<file path="src/rtl/execute_stage_pipe.sv">
// execute_stage_pipe: registered Y86 execute stage (ALU, CC register, Cnd, E->M pipeline register)
//
// Ports
//   clk, rst_n          clock (rising edge), asynchronous active-low reset
//   in_valid/in_ready   decode -> execute handshake
//   flush               squash: clears the E->M register and drops the same-cycle input
//   icode, ifun         Y86 instruction code and function
//   valA, valB, valC    operands and constant
//   dstE, dstM          destination register ids (all-ones = RNONE)
//   out_valid/out_ready execute -> memory handshake
//   out_icode, out_valE, out_valA, out_dstE, out_dstM, out_cnd, out_ins_err
//                       E->M pipeline register contents
//   cc                  {ZF,SF,OF} condition-code register
//
// Optional feature: define EXEC_MUL_EN to add mulq (OPq ifun 4), an iterative
// 1-bit/cycle shift-add multiply. Without it, ifun 4 is an illegal instruction.
module execute_stage_pipe #(
   parameter int DATA_W     = 64,
   parameter int WORD_BYTES = 8,
   parameter int REG_W      = 4
) (
   input  logic              clk,
   input  logic              rst_n,
   input  logic              in_valid,
   output logic              in_ready,
   input  logic              flush,
   input  logic [3:0]        icode,
   input  logic [3:0]        ifun,
   input  logic [DATA_W-1:0] valA,
   input  logic [DATA_W-1:0] valB,
   input  logic [DATA_W-1:0] valC,
   input  logic [REG_W-1:0]  dstE,
   input  logic [REG_W-1:0]  dstM,
   output logic              out_valid,
   input  logic              out_ready,
   output logic [3:0]        out_icode,
   output logic [DATA_W-1:0] out_valE,
   output logic [DATA_W-1:0] out_valA,
   output logic [REG_W-1:0]  out_dstE,
   output logic [REG_W-1:0]  out_dstM,
   output logic              out_cnd,
   output logic              out_ins_err,
   output logic [2:0]        cc
);
   localparam logic [REG_W-1:0]  RNONE = '1;
   localparam logic [DATA_W-1:0] STEP  = DATA_W'(WORD_BYTES);
`ifdef EXEC_MUL_EN
   localparam logic [3:0] OP_MAX = 4'h4;
`else
   localparam logic [3:0] OP_MAX = 4'h3;
`endif
   typedef enum logic [1:0] {IDLE, MUL, DONE} state_t;
   state_t state, state_nx;
   logic fire, is_op, is_cnd, illegal, cond, cnd, res_of, mul_start, mul_last;
   logic zf, sf, ovf;
   logic [1:0] op;
   logic [DATA_W-1:0] alu_a, alu_b, res;
   logic [REG_W-1:0] dst_e;
   assign {zf, sf, ovf} = cc;
   assign in_ready = (state == IDLE) && (!out_valid || out_ready) && !flush;
   assign fire     = in_valid && in_ready;
   assign is_op    = icode == 4'h6;
   assign is_cnd   = icode == 4'h2 || icode == 4'h7;
   assign illegal  = icode > 4'hB || (is_cnd && ifun > 4'h6) || (is_op && ifun > OP_MAX);
   always_comb begin
      alu_a = (icode == 4'h2 || icode == 4'h6) ? valA :
              (icode inside {4'h3, 4'h4, 4'h5}) ? valC :
              (icode == 4'h8 || icode == 4'hA) ? -STEP :
              (icode == 4'h9 || icode == 4'hB) ? STEP : '0;
      alu_b = (icode inside {4'h4, 4'h5, 4'h6, 4'h8, 4'h9, 4'hA, 4'hB}) ? valB : '0;
      op    = (is_op && ifun < 4'h4) ? ifun[1:0] : 2'd0;
      res   = op == 2'd1 ? alu_b - alu_a :
              op == 2'd2 ? alu_a & alu_b :
              op == 2'd3 ? alu_a ^ alu_b : alu_a + alu_b;
      // sub is valB - valA, so overflow is judged against valB's sign
      res_of = op == 2'd0 ? (alu_a[DATA_W-1] == alu_b[DATA_W-1]) && (res[DATA_W-1] != alu_a[DATA_W-1]) :
               op == 2'd1 ? (alu_a[DATA_W-1] != alu_b[DATA_W-1]) && (res[DATA_W-1] != alu_b[DATA_W-1]) : 1'b0;
      cond  = ifun == 4'h0 ? 1'b1 :
              ifun == 4'h1 ? (sf ^ ovf) | zf :
              ifun == 4'h2 ? sf ^ ovf :
              ifun == 4'h3 ? zf :
              ifun == 4'h4 ? !zf :
              ifun == 4'h5 ? !(sf ^ ovf) : !(sf ^ ovf) && !zf;
      cnd   = is_cnd && !illegal && cond;
      dst_e = (illegal || (icode == 4'h2 && !cnd)) ? RNONE : dstE;
   end
`ifdef EXEC_MUL_EN
   localparam int CNT_W = $clog2(DATA_W);
   logic [DATA_W-1:0] m_cand, m_plier, m_acc, m_vala;
   logic [REG_W-1:0]  m_dste, m_dstm;
   logic [CNT_W-1:0]  m_cnt;
   assign mul_start = fire && is_op && ifun == 4'h4;
   assign mul_last  = m_cnt == CNT_W'(DATA_W - 1);
   // shift-add: multiplicand moves left while the multiplier's LSB gates accumulation
   always_ff @(posedge clk or negedge rst_n) begin
      if (!rst_n) begin
         m_cand  <= '0;
         m_plier <= '0;
         m_acc   <= '0;
         m_vala  <= '0;
         m_dste  <= RNONE;
         m_dstm  <= RNONE;
         m_cnt   <= '0;
      end else if (mul_start) begin
         m_cand  <= valA;
         m_plier <= valB;
         m_acc   <= '0;
         m_vala  <= valA;
         m_dste  <= dstE;
         m_dstm  <= dstM;
         m_cnt   <= '0;
      end else if (state == MUL) begin
         m_acc   <= m_plier[0] ? m_acc + m_cand : m_acc;
         m_cand  <= m_cand << 1;
         m_plier <= m_plier >> 1;
         m_cnt   <= m_cnt + CNT_W'(1);
      end
   end
`else
   assign mul_start = 1'b0;
   assign mul_last  = 1'b0;
`endif
   always_ff @(posedge clk or negedge rst_n) begin
      if (!rst_n) state <= IDLE;
      else state <= state_nx;
   end
   always_comb begin
      state_nx = flush ? IDLE :
                 (state == IDLE && mul_start) ? MUL :
                 (state == MUL && mul_last) ? DONE :
                 (state == DONE) ? IDLE : state;
   end
   always_ff @(posedge clk or negedge rst_n) begin
      if (!rst_n) begin
         out_valid   <= 1'b0;
         out_icode   <= '0;
         out_valE    <= '0;
         out_valA    <= '0;
         out_dstE    <= RNONE;
         out_dstM    <= RNONE;
         out_cnd     <= 1'b0;
         out_ins_err <= 1'b0;
      end else if (flush) begin
         out_valid <= 1'b0;
      end else if (fire && !mul_start) begin
         out_valid   <= 1'b1;
         out_icode   <= icode;
         out_valE    <= illegal ? '0 : res;
         out_valA    <= valA;
         out_dstE    <= dst_e;
         out_dstM    <= dstM;
         out_cnd     <= cnd;
         out_ins_err <= illegal;
      end
`ifdef EXEC_MUL_EN
      else if (state == DONE) begin
         out_valid   <= 1'b1;
         out_icode   <= 4'h6;
         out_valE    <= m_acc;
         out_valA    <= m_vala;
         out_dstE    <= m_dste;
         out_dstM    <= m_dstm;
         out_cnd     <= 1'b0;
         out_ins_err <= 1'b0;
      end
`endif
      else if (out_ready) begin
         out_valid <= 1'b0;
      end
   end
   always_ff @(posedge clk or negedge rst_n) begin
      if (!rst_n) cc <= 3'b100;
      else if (fire && is_op && !illegal && !mul_start) cc <= {res == '0, res[DATA_W-1], res_of};
`ifdef EXEC_MUL_EN
      else if (state == DONE && !flush) cc <= {m_acc == '0, m_acc[DATA_W-1], 1'b0};
`endif
   end
endmodule
</file>
<file path="config.mk">
export PLATFORM = sky130hd
export DESIGN_NAME = execute_stage_pipe
export DESIGN_NICKNAME = d
export VERILOG_FILES = /design/src/rtl/execute_stage_pipe.sv
export SDC_FILE = /design/constraint.sdc
export NUM_CORES = 1
export LEC_CHECK = 0
export CAP_MARGIN = 20
export CELL_PAD_IN_SITES_DETAIL_PLACEMENT = 0
export CELL_PAD_IN_SITES_GLOBAL_PLACEMENT = 2
export CORE_ASPECT_RATIO = 0.75
export CORE_UTILIZATION = 26
export DETAILED_ROUTE_END_ITERATION = 8
export PLACE_DENSITY = 0.77
export SLEW_MARGIN = 25
export SYNTH_ARGS = -nofsm -noshare
export SYNTH_HDL_FRONTEND = slang
export SYNTH_SLANG_ARGS = --single-unit
</file>
<file path="constraint.sdc">
create_clock -name clk -period 3.05 [get_ports clk]
set_input_delay 0.305 -clock clk [delete_from_list [all_inputs] [get_ports clk]]
set_output_delay 0.305 -clock clk [all_outputs]
set_load 0.01 [all_outputs]
</file>
### After elaboration in Yosys (flattened, before gate mapping)

Index checks and enable logic that the tools add are counted.

* flip-flop bits (word level): 148
* input bits: 213
* output and inout bits: 147
* word-level logic and storage cells: 105

* bitwise gates (word level): 5
* equality and inequality tests: 23
* muxes and demuxes: 24
* add/sub/neg operators: 2
* reductions and logical operators: 37
* order comparisons: 4

Operator list (count)
* two-way mux 64 bit: 8
* adder 64 bit: 1
* bitwise AND 64 bit: 1
* zero test 64 bit: 1
* subtractor 64 bit: 1
* bitwise XOR 64 bit: 1
* equality test 4 x 3 -> 1 bit, second input constant: 6
* equality test 4 x 2 -> 1 bit, second input constant: 4
* equality test 4 bit, second input constant: 4
* logical AND 1 bit: 14
* two-way mux 1 bit: 11
* logical OR 1 bit: 8
* two-way mux 4 bit: 2
* nonzero test 7 bit: 1
* equality test 2 bit, second input constant: 3
* zero test 1 bit: 6
* two-way mux 2 bit: 3
* nonzero test 3 bit: 2
* equality test 4 x 1 -> 1 bit, second input constant: 1
* > comparator 4 x 2 -> 1 bit, second input constant: 1
* > comparator 4 x 3 -> 1 bit, second input constant: 1
* > comparator 4 bit, second input constant: 1
* zero test 2 bit: 2
* zero test 4 bit: 1
* other kinds (9): 11

### Logic depth before layout (Yosys ltp)

Gate-level depths: netlist of the first run.

* word-level depth: 14
* depth in mapped cells: 24
* depth with buffers taken out: 22

### Worst setup path before layout of the first run

Ideal clock, no wire load.

* kind: in2reg
* start: in icode[3]
* end: reg cc[2]
* data arrival time: 5.139 ns
* stages: 21
* buffers on the path: 4
* data required time: 2.959 ns
* setup slack: -2.179 ns
* setup time: 0.091 ns
* path through: clkbuf_1 nand2b_1 clkbuf_1 clkbuf_1 clkbuf_1 nor2_1 o21ai_0 ha_1 a21oi_1 o21ai_2 a221o_1 a211o_1 o311ai_4 a21oi_2 a2111oi_4 o31ai_1 nor4_1 nand4b_1 a2111o_1 or4_1 o31ai_1

* cells in the longest elaborated chain, start to end: 11
* elaborated cells on any way between the ends: 42
* those cells by class: 2 x add/sub; 1 x order compare; 13 x eq/ne; 9 x mux; 2 x bitwise; 15 x reduce/logical

Ends and longest elaborated chain
* start, declared: line 27 `input logic [3:0] icode,`
* equality test 4 bit: line 69, 70
* logical OR 1 bit: line 69 `(icode == 4'h9 || icode == 4'hB) ? STEP : '0;`
* two-way mux 4 bit: line 69
* two-way mux 64 bit: line 68 `(icode == 4'h8 || icode == 4'hA) ? -STEP :`
* two-way mux 64 bit: line 67 `(icode inside {4'h3, 4'h4, 4'h5}) ? valC :`
* two-way mux 64 bit: line 66 `alu_a = (icode == 4'h2 || icode == 4'h6) ? valA :`
* adder 64 bit / bitwise XOR 64 bit (equally long branches): line 74 `op == 2'd3 ? alu_a ^ alu_b : alu_a + alu_b;`
* two-way mux 64 bit: line 74
* two-way mux 64 bit: line 73 `op == 2'd2 ? alu_a & alu_b :`
* two-way mux 64 bit: line 72 `res = op == 2'd1 ? alu_b - alu_a :`
* zero test 64 bit: line 173 `else if (fire && is_op && !illegal && !mul_start) cc <= {res == '0, res[DATA_W-1], res_of};`
* end signal, assigned: line 173
* end, declared: line 43 `output logic [2:0] cc`

Several ways; a longest one is shown, not always the timed one.
A chain may end at the register's enable or synchronous reset.

### Final worst setup path of the first run

* start: in icode[2]
* end: reg cc[2]

Same word-level chain as after synthesis.

==> run metrics, run 1 <==
Routed WL between 100000 and 150000 um; worst reg-to-reg setup slack -770 ps; grt total ovfl 0; Final period util 166.9%; CTS Sinks roughly 150; ys async rst share 100.0%; Pleak ~0.017 uW; DR WL/cell around 27 um; register area between 0.003 and 0.004 sq mm; syn nets a little under 3000; Hold Path Cell Cnt 4; number of global-route vias before repair ~27000; Min-Delay Path Class input port to flip-flop; Final min period 5091 ps; Final WS setup -2041 ps; clk_lat worst skew between 500 and 600 ps; share of cells above drive strength 1 a little under half; First-pass DRT Iterations 7; Layout fillers 6469; Layout area overhead 107.5%; largest family of logic cells by synthesized area compound AO/OA/AOI/OAI gates; max cap viols 0; CTS tree done; total power ~15000 uW; hold path endpoint out_icode[0]$_DFFE_PN0P_; DRC 0; adder-cell area share of the yosys netlist under 10%; CP Data Arrival Time 5520 ps; vias per inst approximately 5.6; NumNets Final 4420; overall via count from detail_route approximately 28000; CP Class input port to flip-flop; worst-margin pin slew about 940 ps; Reg2Reg Depth 13; Synth Area in Simple Gates approximately 28%; Final Hold Viols 0; Worst Setup End Kind flip-flop; post-detail-place hpwl 105000 um; unique cell type count in the Yosys netlist 89; Antenna Violating Nets Remaining 0; Post-Syn Area between 0.015 and 0.02 sq mm; failing checks setup timing; peak supply drop 0.0004232 V; Post-synth EDFFs 0; RSZ-0062 raised after global routing yes; setup slack at placement -4014 ps; I/O Buffers approximately 360; TNS Setup -45210 ps; Synth Area in XOR/XNOR 1.651%; crit start category input port; syn avg cell area around 6.9 sq um; Worst Hold Launch icode[0]; chip width 306.1 um; initial antenna violation count 3; Multi-input gate area 0.01740 sq mm; Starting Density 26.31%; GRT Util Overall between 30% and 40%; Synth Area in Compound Gates 31.61%; CP Max Fanout 8; full die area roughly 0.070 sq mm; Post-Syn Instances approximately 2600; ys flop type dfrtp_1; final setup violation count 56; worst r2r src out_valid$_DFFE_PN0P_; post-synthesis sequential area ratio between 20% and 30%; Worst R2R End cc[2]$_DFFE_PN1P_; Initial DRC Count around 3000; hold_ws 133.0 ps; # IOs 360; max-slew violations 0; status finished with violations; largest net degree at the start of global routing 76; first-pass GRT wire length between 150000 and 200000 um; pwr/cell area 390.5 mW/mm^2; Core ar. ~0.069 sq mm; Max-slew headroom a little under two fifths; Fmax between 150 and 200 MHz; final worst clock skew around 10 ps; flops & latches, synth 146; mux cell area share after synthesis ~1.7%; Die Y between 200 and 250 um; worst endpoint required time 3480 ps; total CTS buffers 17; yosys warns 0; n_diodes 0; htree depth 4; Clock Pin Slew Worst Setup and Hold Paths 80 ps; routability cong. 1.080; cell row count between 80 and 90; worst-case clock buffer depth 2; Clock Root Buffer clkbuf_16
==> synth_stat cells, drive strengths merged (8+ instances only) <==
cell	count	area [sq um]
a2111oi	9	97.60
a211o	17	148.9
a211oi	32	252.7
a21boi	10	75.07
a21o	33	247.7
a21oi	215	1095
a221oi	17	148.9
a22o	35	306.5
a22oi	10	75.07
a311oi	9	78.83
a31oi	22	137.6
and3	17	106.4
buf	51	267.8
clkbuf	116	435.4
dfrtp	137	3428
dfstp	9	236.5
ha	136	1702
inv	138	518.0
mux2i	22	220.2
nand2	454	1704
nand2b	24	150.1
nand3	49	245.2
nand4	48	300.3
nor2	280	1051
nor2b	86	538.0
nor3	54	275.3
nor4	37	237.7
o2111ai	11	96.34
o211ai	30	225.2
o21a	14	105.1
o21ai	221	1114
o21bai	27	206.5
o221ai	11	96.34
o22a	8	70.07
o22ai	18	112.6
o31ai	35	262.8
or2	14	87.58
or3	13	81.33
xnor2	27	236.5
==> critical path: stages <==
cell and delay [ps]:
buf_8 110, buf_6 110, o21ai_4 170, nand2b_4 80
buf_12 150, buf_16 160, nor2_4 120, o21ai_4 80
buf_6 120, ha_4 280, nor2b_4 40, o211ai_1 380
o2111ai_4 250, or4_4 600, a21oi_4 210, buf_12 140
o31ai_4 80, xnor2_2 220, a21oi_4 110, nor4_2 180
buf_4 170, nand4_1 90, buf_4 180, a2111o_1 400
or4_1 480, o31ai_1 260
==> kinds of logic after synthesis <==
logic type / Yosys count
buffers and inverters: 306
AOI/OAI and AO/OA: 862
xor gates and xnor gates: 34
DFF: 146
adders and majority gates: 138
muxes: 29
and+or+nand+nor: 1116
==> where the power goes <==
group          leakage (uW)  internal [uW]  total [uW]  switching [uW]
logic                0.0144           4840        9780            4940
registers           0.00184           2270        2480             213
clock network      0.000293           1200        2360            1160
==> state kept, by name, indices dropped and copies added, names as in the netlist <==
signal,flops
out_cnd,1
out_valid,1
out_dstM,4
cc,3
out_icode,4
out_valA,64
out_dstE,4
out_ins_err,1
out_valE,64
==> what timing repair did <==
action | 4_1_cts | 5_1_grt
gates cloned | 9 | 1
endpoints found under the hold margin | 49 | 0
pin swaps | 172 | 201
setup endpoints to repair | 64 | 61
resized for setup | 707 | 345
hold buffers | 1 | 0
setup buffers | 149 | 96
==> cell usage in the layout, fill, tap and decap left out, types with 19 or more instances in the layout <==
| master | synthesis | routed |
|---|---|---|
| buf_4 | 1 | 1023 |
| nand2_1 | 454 | 420 |
| clkdlybuf4s50_1 | 0 | 352 |
| nor2_1 | 280 | 226 |
| buf_6 | 4 | 143 |
| dfrtp_1 | 137 | 137 |
| inv_1 | 138 | 123 |
| a21oi_1 | 212 | 120 |
| o21ai_0 | 215 | 92 |
| ha_1 | 136 | 80 |
| nor2b_1 | 86 | 71 |
| a21oi_2 | 2 | 70 |
| o21ai_2 | 2 | 51 |
| nand4_1 | 48 | 48 |
| ha_4 | 0 | 44 |
| o21ai_1 | 4 | 41 |
| buf_12 | 0 | 40 |
| nand3_1 | 49 | 38 |
| o21ai_4 | 0 | 37 |
| nor3_1 | 53 | 34 |
| a21o_1 | 33 | 33 |
| a22o_1 | 35 | 31 |
| o211ai_1 | 30 | 30 |
| nor2_4 | 0 | 28 |
| nor2_2 | 0 | 26 |
| a21oi_4 | 1 | 25 |
| nand2_2 | 0 | 22 |
| o21bai_1 | 26 | 21 |
| xnor2_1 | 27 | 21 |
| mux2i_1 | 22 | 20 |
| nand2b_1 | 24 | 19 |
==> metrics by stage <==
step / std cells / util, % / instance area (sq um)
after floorplan: 2631 / - / 18660
after global routing: 4974 / 54.60 / 37420
after detailed placement: 4737 / 44.51 / 30510
final: 4974 / 54.60 / 37420
after CTS: 4912 / 51.70 / 35430
after global placement: 4737 / 44.50 / 30500
==> cell type report <==
cell class,instances,area share (%)
clock buffer,19,1.210
clock inverter,13,0.3878
inverter,139,1.401
multi-input combinational,2179,46.50
sequential,146,9.792
tap,892,2.982
timing repair buffer,1586,37.72
==> worst max path at each step <==
stage,endpoint,cells after the start,slack [ps],startpoint
final,cc[2]$_DFFE_PN1P_,26,-2040,icode[2]
after global routing,cc[2]$_DFFE_PN1P_,26,-2140,icode[2]
after CTS,cc[2]$_DFFE_PN1P_,25,-1880,icode[3]
after detailed placement,cc[2]$_DFFE_PN1P_,23,-4010,icode[2]
after global placement,cc[2]$_DFFE_PN1P_,23,-4010,icode[2]
after floorplan,cc[2]$_DFFE_PN1P_,23,-1620,icode[0]
==> routing by layer <==
layer	track usage (%)	wire [um]	vias to the layer above
met5	0	22	-
met4	6.906	2442	4
met3	8.074	13210	172
met2	51.06	53310	1386
met1	55.42	64190	13710
li1	-	-	12360
Power figures use the tool's default switching activity.
==> run 2, diff against run 1 <==
HOLD_SLACK_MARGIN = 0.06   (was unset)
SETUP_SLACK_MARGIN = 0.2   (was unset)
SLEW_MARGIN = unset   (was 25)
==> run 2 against run 1 <==
The run still ends with setup timing left. Cell count is 0.97% lower. Die area stayed put. Via count is 2.4% lower. Clock power is 6% lower. Sequential share of layout area is 0.62 points higher. Critical path depth is 1 higher. Hold slack better by 26 ps. Sequential power hardly changed. Largest cell class unchanged.
==> run metrics, run 2 (synthesized netlist as in run 1, its figures left out) <==
worst endpoint required time 3480 ps; clock power share ~16%; Antenna Violating Nets Remaining 0; switching part of the total 43.18%; failing checks setup timing; Worst R2R End cc[2]$_DFFE_PN1P_; max cap viols 0; grt total ovfl 0; total CTS buffers 17; Die Y roughly 230 um; initial antenna violation count 3; Starting Density a little over a quarter; Clock Root Buffer clkbuf_16; TNS Setup -44450 ps; max-slew violations 0; CP Class input port to flip-flop; Final min period between 4000 and 5000 ps; Hold Path Cell Cnt 4; Final Hold Viols 0; CP Max Fanout 9; worst-margin pin slew approximately 940 ps; worst r2r src out_valid$_DFFE_PN0P_; overall via count from detail_route ~27000; internal power 7735 uW; combinational power share around 65%; Min-Delay Path Class input port to flip-flop; NumNets Final roughly 4400; Final WS setup -1864 ps; Pleak approximately 0.016 uW; Fmax 203.5 MHz; vias per inst roughly 5.5; number of global-route vias before repair 26220; GRT Util Overall a little over a third; cell row count slightly above 80; DRC 0; hold_ws approximately 160 ps; biggest registers after layout out_valA x64, out_valE x64; Reg power frac 18.3%; Layout area overhead 95.18%; chip width roughly 310 um; final setup violation count 57; I/O Buffers about 360; pwr/cell area between 300 and 400 mW/mm^2; First-pass DRT Iterations 5; worst-case clock buffer depth 2; largest net degree at the start of global routing 76; Final period util 161.1%; share of cells above drive strength 1 about two fifths; Worst Setup End Kind flip-flop; post-detail-place hpwl 103600 um; slowest CP cell or4_4; Initial DRC Count 2457; met1 WL ~62000 um; first-pass GRT wire length between 150000 and 200000 um; # IOs 360; routability cong. 0.9896; DR WL/cell around 26 um; commonest non-fill, non-tap cell in the layout buf_4; status finished with violations; Routed WL roughly 130000 um; routed wl met2 between 50000 and 60000 um; worst path bufs/invs 10; CP delay by family, top compound AO/OA/AOI/OAI gates; peak supply drop 0.0004883 V; clk_lat worst skew roughly 520 ps; Psw ~5900 uW; Max-slew headroom a little under two fifths; CTS tree done; WL met3 between 10000 and 15000 um; htree depth 4; Reg2Reg Depth 13; commonest non-fill, non-tap cells in the layout 1074 x buf_4, 435 x nand2_1, 353 x clkdlybuf4s50_1, 246 x nor2_1, 146 x a21oi_1; hold path endpoint out_icode[3]$_DFFE_PN0P_; Core ar. around 0.069 sq mm; critical path's largest stage delay around 570 ps; worst reg-to-reg setup slack -650 ps; full die area 0.07042 sq mm; final worst clock skew 16.00 ps; crit start category input port; CTS Sinks between 100 and 150; Worst Hold Launch icode[3]; DR top layer met4; CP Data Arrival Time about 5400 ps; RSZ-0062 raised after global routing yes; Clock Pin Slew Worst Setup and Hold Paths roughly 80 ps
[run 2: worst register-to-register path, delay by kind of cell (launching register included)]
kind / cells / cell delay (ps)
AO/OA/AOI/OAI: 2 / 610
flip-flops: 1 / 370
AND/OR/NAND/NOR: 11 / 2670
[run 2: power groups by stage]
stage	sequential, uW	clock, uW	combinational (uW)
finish	2500	2220	8900
detailed placement	2520	0	7480
CTS	2490	2270	8450
floorplan	2620	0	2850
global route	2530	2340	9340
global placement	2510	0	7470
[run 2: repair_timing]
action                                  in CTS  in global routing
hold buffers                                 1                  0
endpoints found under the setup margin      65                 63
pin swaps                                  117                 72
endpoints found under the hold margin       37                  0
gates cloned                                 2                  3
setup buffers                               87                 30
resized for setup                          518                124
[run 2: through the flow]
step,instance area (sq um),total power [uW],instances,setup WS [ps],utilization [%]
2_1_floorplan,18680,5472,2631,-1615,-
3_3_place_gp,30790,9972,4769,-3393,44.93
3_5_place_dp,30790,10000,4769,-3350,44.93
4_1_cts,34330,13200,4891,-1802,50.09
5_1_grt,35190,14210,4925,-1973,51.35
6_report,35200,13610,4926,-1864,51.35
[run 2: worst max-delay path by stage]
stage | startpoint | end | depth (start not counted)
global route | icode[2] | cc[2]$_DFFE_PN1P_ | 28
detailed placement | icode[0] | cc[2]$_DFFE_PN1P_ | 26
finish | icode[0] | cc[2]$_DFFE_PN1P_ | 27
CTS | icode[0] | cc[2]$_DFFE_PN1P_ | 24
floorplan | icode[0] | cc[2]$_DFFE_PN1P_ | 23
global placement | icode[1] | cc[2]$_DFFE_PN1P_ | 27
[run 2: per-layer routing]
layer / vias to the layer above / track usage [%]
li1: 12270 / -
met3: 113 / 7.917
met5: - / 0
met4: 0 / 6.688
met1: 13350 / 53.08
met2: 1231 / 49.42
[run 2: area by class of cell]
| cell class | count | area, sq um |
|---|---|---|
| repair buffers | 1536 | 13200 |
| multi-input cells | 2179 | 16120 |
| well taps | 892 | 1116 |
| clock buffers | 17 | 425.4 |
| inverters | 139 | 526.8 |
| diodes | 2 | 5.005 |
| flip-flops and latches | 146 | 3665 |
| clock inverters | 15 | 138.9 |
| fillers | 6643 | 33340 |
==> run 3, diff against run 2 <==
CTS_CLUSTER_SIZE = 16   (was unset)
==> results of run 3 <==
The final DEF is identical to that of run 2; final timing and power are the same.
==> RTL change 1, RTL diff (config.mk and constraints of run 1) <==
The parameter `DATA_W` goes from 64 to 32.
--- a/src/rtl/execute_stage_pipe.sv
+++ b/src/rtl/execute_stage_pipe.sv
@@ -16,5 +16,5 @@
 // 1-bit/cycle shift-add multiply. Without it, ifun 4 is an illegal instruction.
 module execute_stage_pipe #(
-   parameter int DATA_W     = 64,
+   parameter int DATA_W     = 32,
    parameter int WORD_BYTES = 8,
    parameter int REG_W      = 4
Interface: changed (5 resized); port bits go from 360 to 200. The function was not compared with the original's and may differ.
==> RTL change 1 against run 1 <==
- the flow finishes with violations (negative hold slack, negative setup slack)
- routed wire length fell by 68%
- sequential cell count shrank 64
- combinational power decreased by 62%
- worst setup slack improved by 1.2 ns
- cell area shrank 57%
- non-clock buffer count is 959 lower
- first-iteration DRC count decreased by 75%
- area after synthesis decreased by 52%
- power decreased by 56%
- critical path type unchanged
- largest cell class unchanged
==> RTL change 1: results (changes against run 1) <==
Critical Path AT=4.19 ns (-1.33 ns); gpl congestion=0.919 (-15%); pre-CTS WS=-1.89 ns (+2.12 ns); # placed instances=2156 (-54%); Final setup viols=26 (-54%); vias in the first global route=11100 (-58%); worst hold margin=-0.0326 ns (-0.166 ns); wl on met1=22.3 mm (-65%); syn nets=1397 (-53%); GR Util All Layers=25.1% (-11 points); fillers=3231 (-50%); port buffer count=199 (-45%); final setup TNS=-11.81 ns (+33.40 ns); drt via density=5.02 (-9.7%); Starting DRT DRC Count=748 (-75%); GR Layer Usage met2=34.4% (-17 points); Worst Setup SP=icode[1]; Reg power frac=21.6% (+4.6 points); largest cells by area after synthesis=dfrtp_1, nand2_1, ha_1; Seq/Total Area, Yosys=23.8% (+3.5 points); status=complete, but fails checks; R2R setup slack=0.75 ns (+1.52 ns); initial antenna violation count=1 (-2); per-cell routed wire length=19.3 um (-28%); failing checks=negative hold slack, negative setup slack; max incr delay on CP=0.33 ns (-0.27 ns); Final HPWL DP=33.7 mm (-68%); share of cells above drive strength 1=38.4% (-8.0 points); post-synth cell types=87 (-2.2%); Synth Instances=1210 (-54%); met3 routed WL=2.96 mm (-78%); XOR/XNOR share of the synthesized area=2.43% (+0.77 points); Cell Pwr Density=400 nW/um^2 (+2.6%); Critical Path Fanout Max=6 (-2); CTS buffer count=9 (-8); Routed WL=42.8 mm (-68%); Post-synth top cells=nand2_1, nor2_1, o21ai_0; M3 GR Usage=5.60% (-2.5 points); First-pass DRT Iterations=5 (-2); Lkg Pwr=7.23 nW (-56%); Worst slew margin=43.4% (+6.2 points); first-pass GRT wire length=65.2 mm (-65%); routed length on met2=17.0 mm (-68%); final hold viol count=27 (+27); part of the power in the clock network=20.6% (+4.5 points); biggest regs=out_valA: 32 flops, out_valE: 32 flops; VDD IR-drop max=0.238 mV (-44%); smallest setup slack after layout=-0.798 ns (+1.24 ns); Max H-tree Level=3 (-1); highest metal used=met4
[RTL change 1: cell types whose count changed after synthesis, sizes merged, moves of 36 or more]
cell,run 1,this run
buf,51,14
nand2,454,230
o21ai,221,101
a21oi,215,95
inv,138,68
nor2,280,111
clkbuf,116,62
nand4,48,12
nor2b,86,34
ha,136,68
dfrtp,137,73
[RTL change 1: repair_timing]
action / in CTS / in global routing
gates resized for setup: 193 / 127
buffers inserted: 33 / 22
endpoints found under the hold margin: 0 / 0
endpoints found under the setup margin: 32 / 30
pin swaps: 63 / 82
[RTL change 1: area by class of cell]
| cell class | count | area share (%) |
|---|---|---|
| inverter | 68 | 1.61 |
| clock buffer | 9 | 1.40 |
| clock inverter | 7 | 0.624 |
| antenna | 1 | 0.0156 |
| timing repair buffer | 627 | 34.1 |
| sequential | 82 | 12.9 |
| tap | 442 | 3.45 |
| multi-input combinational | 984 | 45.9 |
==> RTL change 2, RTL diff (config.mk and constraints of run 1) <==
Made on the original files. `WORD_BYTES`: 8 -> 4.
--- a/src/rtl/execute_stage_pipe.sv
+++ b/src/rtl/execute_stage_pipe.sv
@@ -17,5 +17,5 @@
 module execute_stage_pipe #(
    parameter int DATA_W     = 64,
-   parameter int WORD_BYTES = 8,
+   parameter int WORD_BYTES = 4,
    parameter int REG_W      = 4
 ) (
Check against the original RTL: not equivalent (a bounded check fails within 4 cycles, from zero or initial values and one cycle with rst_n low).
==> RTL change 2 against run 1 <==
- the run still ends with negative setup slack left
- worst setup slack improved by 0.58 ns
- cell area shrank 4.5%
- non-clock buffer count is 66 lower
- global-route usage fell by 3.2 points
- synthesized cell count is 4.4% lower
- sequential cell count unchanged
- sequential share of layout area increased by 0.46 points
- area after synthesis fell by 3.7%
- clock power down 2%
- count of clock-buffer cells in the layout fell by 1
- power down 2.6%
- routed wire length shrank 12%
- via count fell by 6.9%
- critical path type unchanged
- largest power group unchanged
==> RTL change 2: results (changes against run 1) <==
FF-to-FF path depth=13 (unchanged); vias in the first global route=24700 (-7.0%); smallest setup slack after layout=-1.46 ns (+0.584 ns); Worst R2R Start=out_valid; Starting DRT DRC Count=2464 (-18%); Yosys warnings=0 (unchanged); ys async rst share=100% (unchanged); Worst Tran Pin Value=0.987 ns (+0.0447 ns); Critical Path AT=4.97 ns (-0.55 ns); per-cell routed wire length=24.5 um (-8.6%); Root Driver=clkbuf_16; slowest CP cell=or4_4; status=complete, but fails checks; VDD IR-drop max=0.465 mV (+9.8%); Worst Setup SP=icode[3]; Post-synth top cells=nand2_1, nor2_1, a21oi_1; Lkg Pwr=15.9 nW (-3.6%); Seq/Total Area, Yosys=21.1% (+0.79 points); Critical Path Fanout Max=7 (-1); post-synth cell types=93 (+4.5%); first-pass GRT wire length=166 mm (-11%); detailed-route via count=25700 (-6.9%); worst hold margin=0.0471 ns (-0.0859 ns); area share of fa/ha/maj cells after synthesis=10.0% (+0.38 points); fin nets=4250 (-3.8%); fillers=6132 (-5.2%); biggest regs=out_valA: 64 flops, out_valE: 64 flops; port buffer count=359 (unchanged); Final setup viols=57 (+1.8%); XOR/XNOR share of the synthesized area=2.83% (+1.2 points); CP endpoint=cc[2]; First-pass DRT Iterations=5 (-2); HP Start=icode[3]; Compound-Gate Fraction of Synth Area=30.1% (-1.5 points); gpl congestion=1.01 (-6.1%); clk_lat worst skew=0.52 ns; failing checks=negative setup slack; HP Class=in -> reg; share of cells above drive strength 1=46.0% (-0.46 points); Max H-tree Level=4 (unchanged); multiplexer share of the synthesized area=0.988% (-0.67 points); clk buf depth=2 (unchanged); CTS clk-pin slew, worst paths=0.09 ns; max incr delay on CP=0.58 ns (-0.02 ns); largest net degree at the start of global routing=78 (+2.6%); largest cells by area after synthesis=dfrtp_1, nand2_1, ha_1; initial antenna violation count=3 (unchanged); CTS buffer count=17 (unchanged); Placed Area=29300 um^2 (-4.1%); R2R setup slack=0.04 ns (+0.81 ns); syn nets=2865 (-3.9%); GR Util All Layers=33.1% (-3.2 points); final setup TNS=-40.44 ns (+4.77 ns); clk_skew=0.0163 ns (+0.00616 ns); Final HPWL DP=88.7 mm (-16%)
-- RTL change 2: worst min path at each step --
stage | end | depth (start not counted)
after floorplan | cc[0] | 0
after global placement | out_valA[63] | 1
after detailed placement | out_valA[63] | 1
after CTS | out_icode[3] | 4
after global routing | out_icode[3] | 3
final | out_icode[3] | 3
-- RTL change 2: stage by stage --
| stage | utilization, % | worst slack (ns) | std cells |
|---|---|---|---|
| 5_1_grt | 54.5 | -1.54 | 4783 |
| 6_report | 54.5 | -1.46 | 4784 |
| 3_3_place_gp | 44.6 | -2.78 | 4558 |
| 4_1_cts | 50.8 | -1.38 | 4691 |
| 2_1_floorplan | - | -1.24 | 2514 |
| 3_5_place_dp | 44.6 | -2.80 | 4558 |
-- RTL change 2: final cells by class --
cell class	instances	area share, %
antenna	1	0.00700
clock buffer	18	1.20
timing repair buffer	1520	38.1
multi-input combinational	2079	45.5
tap	871	3.05
inverter	135	1.49
sequential	146	10.3
clock inverter	14	0.403
-- RTL change 2: power by group --
group | switching, mW | internal, mW | total [mW] | leakage [nW]
combinational | 4.63 | 4.77 | 9.40 | 13.8
sequential | 0.237 | 2.28 | 2.52 | 1.84
clock | 1.17 | 1.15 | 2.31 | 0.272
total | 6.04 | 8.20 | 14.2 | 15.9
-- RTL change 2: repair_timing --
item                       CTS  global route
gates cloned                10             3
gates resized for setup    576           395
setup endpoints to repair   63            63
buffers inserted           109           120
hold buffers                 1             0
pin swaps                  180           220
hold endpoints to repair    55             0
-- RTL change 2: cell families after synthesis --
family	after synthesis
multiplexers	17
flip-flops	146
adder cells (fa/ha/maj)	138
AND/OR/NAND/NOR	1063
buffers and inverters	289
AO/OA/AOI/OAI	805
XOR/XNOR	56
-- RTL change 2: routing by layer --
metal	vias to the layer above	global-route usage [%]	share of wire (%)	routed length [um]
li1	11800	-	-	-
met4	0	5.51	1.5	1710
met2	1068	47.7	41	48400
met5	-	0	0	0
met3	119	4.90	7.0	8180
met1	12700	51.4	50	58800
-- RTL change 2: critical path, delay by kind of cell --
family,cells,cell delay (ns)
simple gates,6,1.86
compound gates,8,1.12
buf+inv,8,0.98
mux,2,0.44
fa+ha+maj,1,0.23
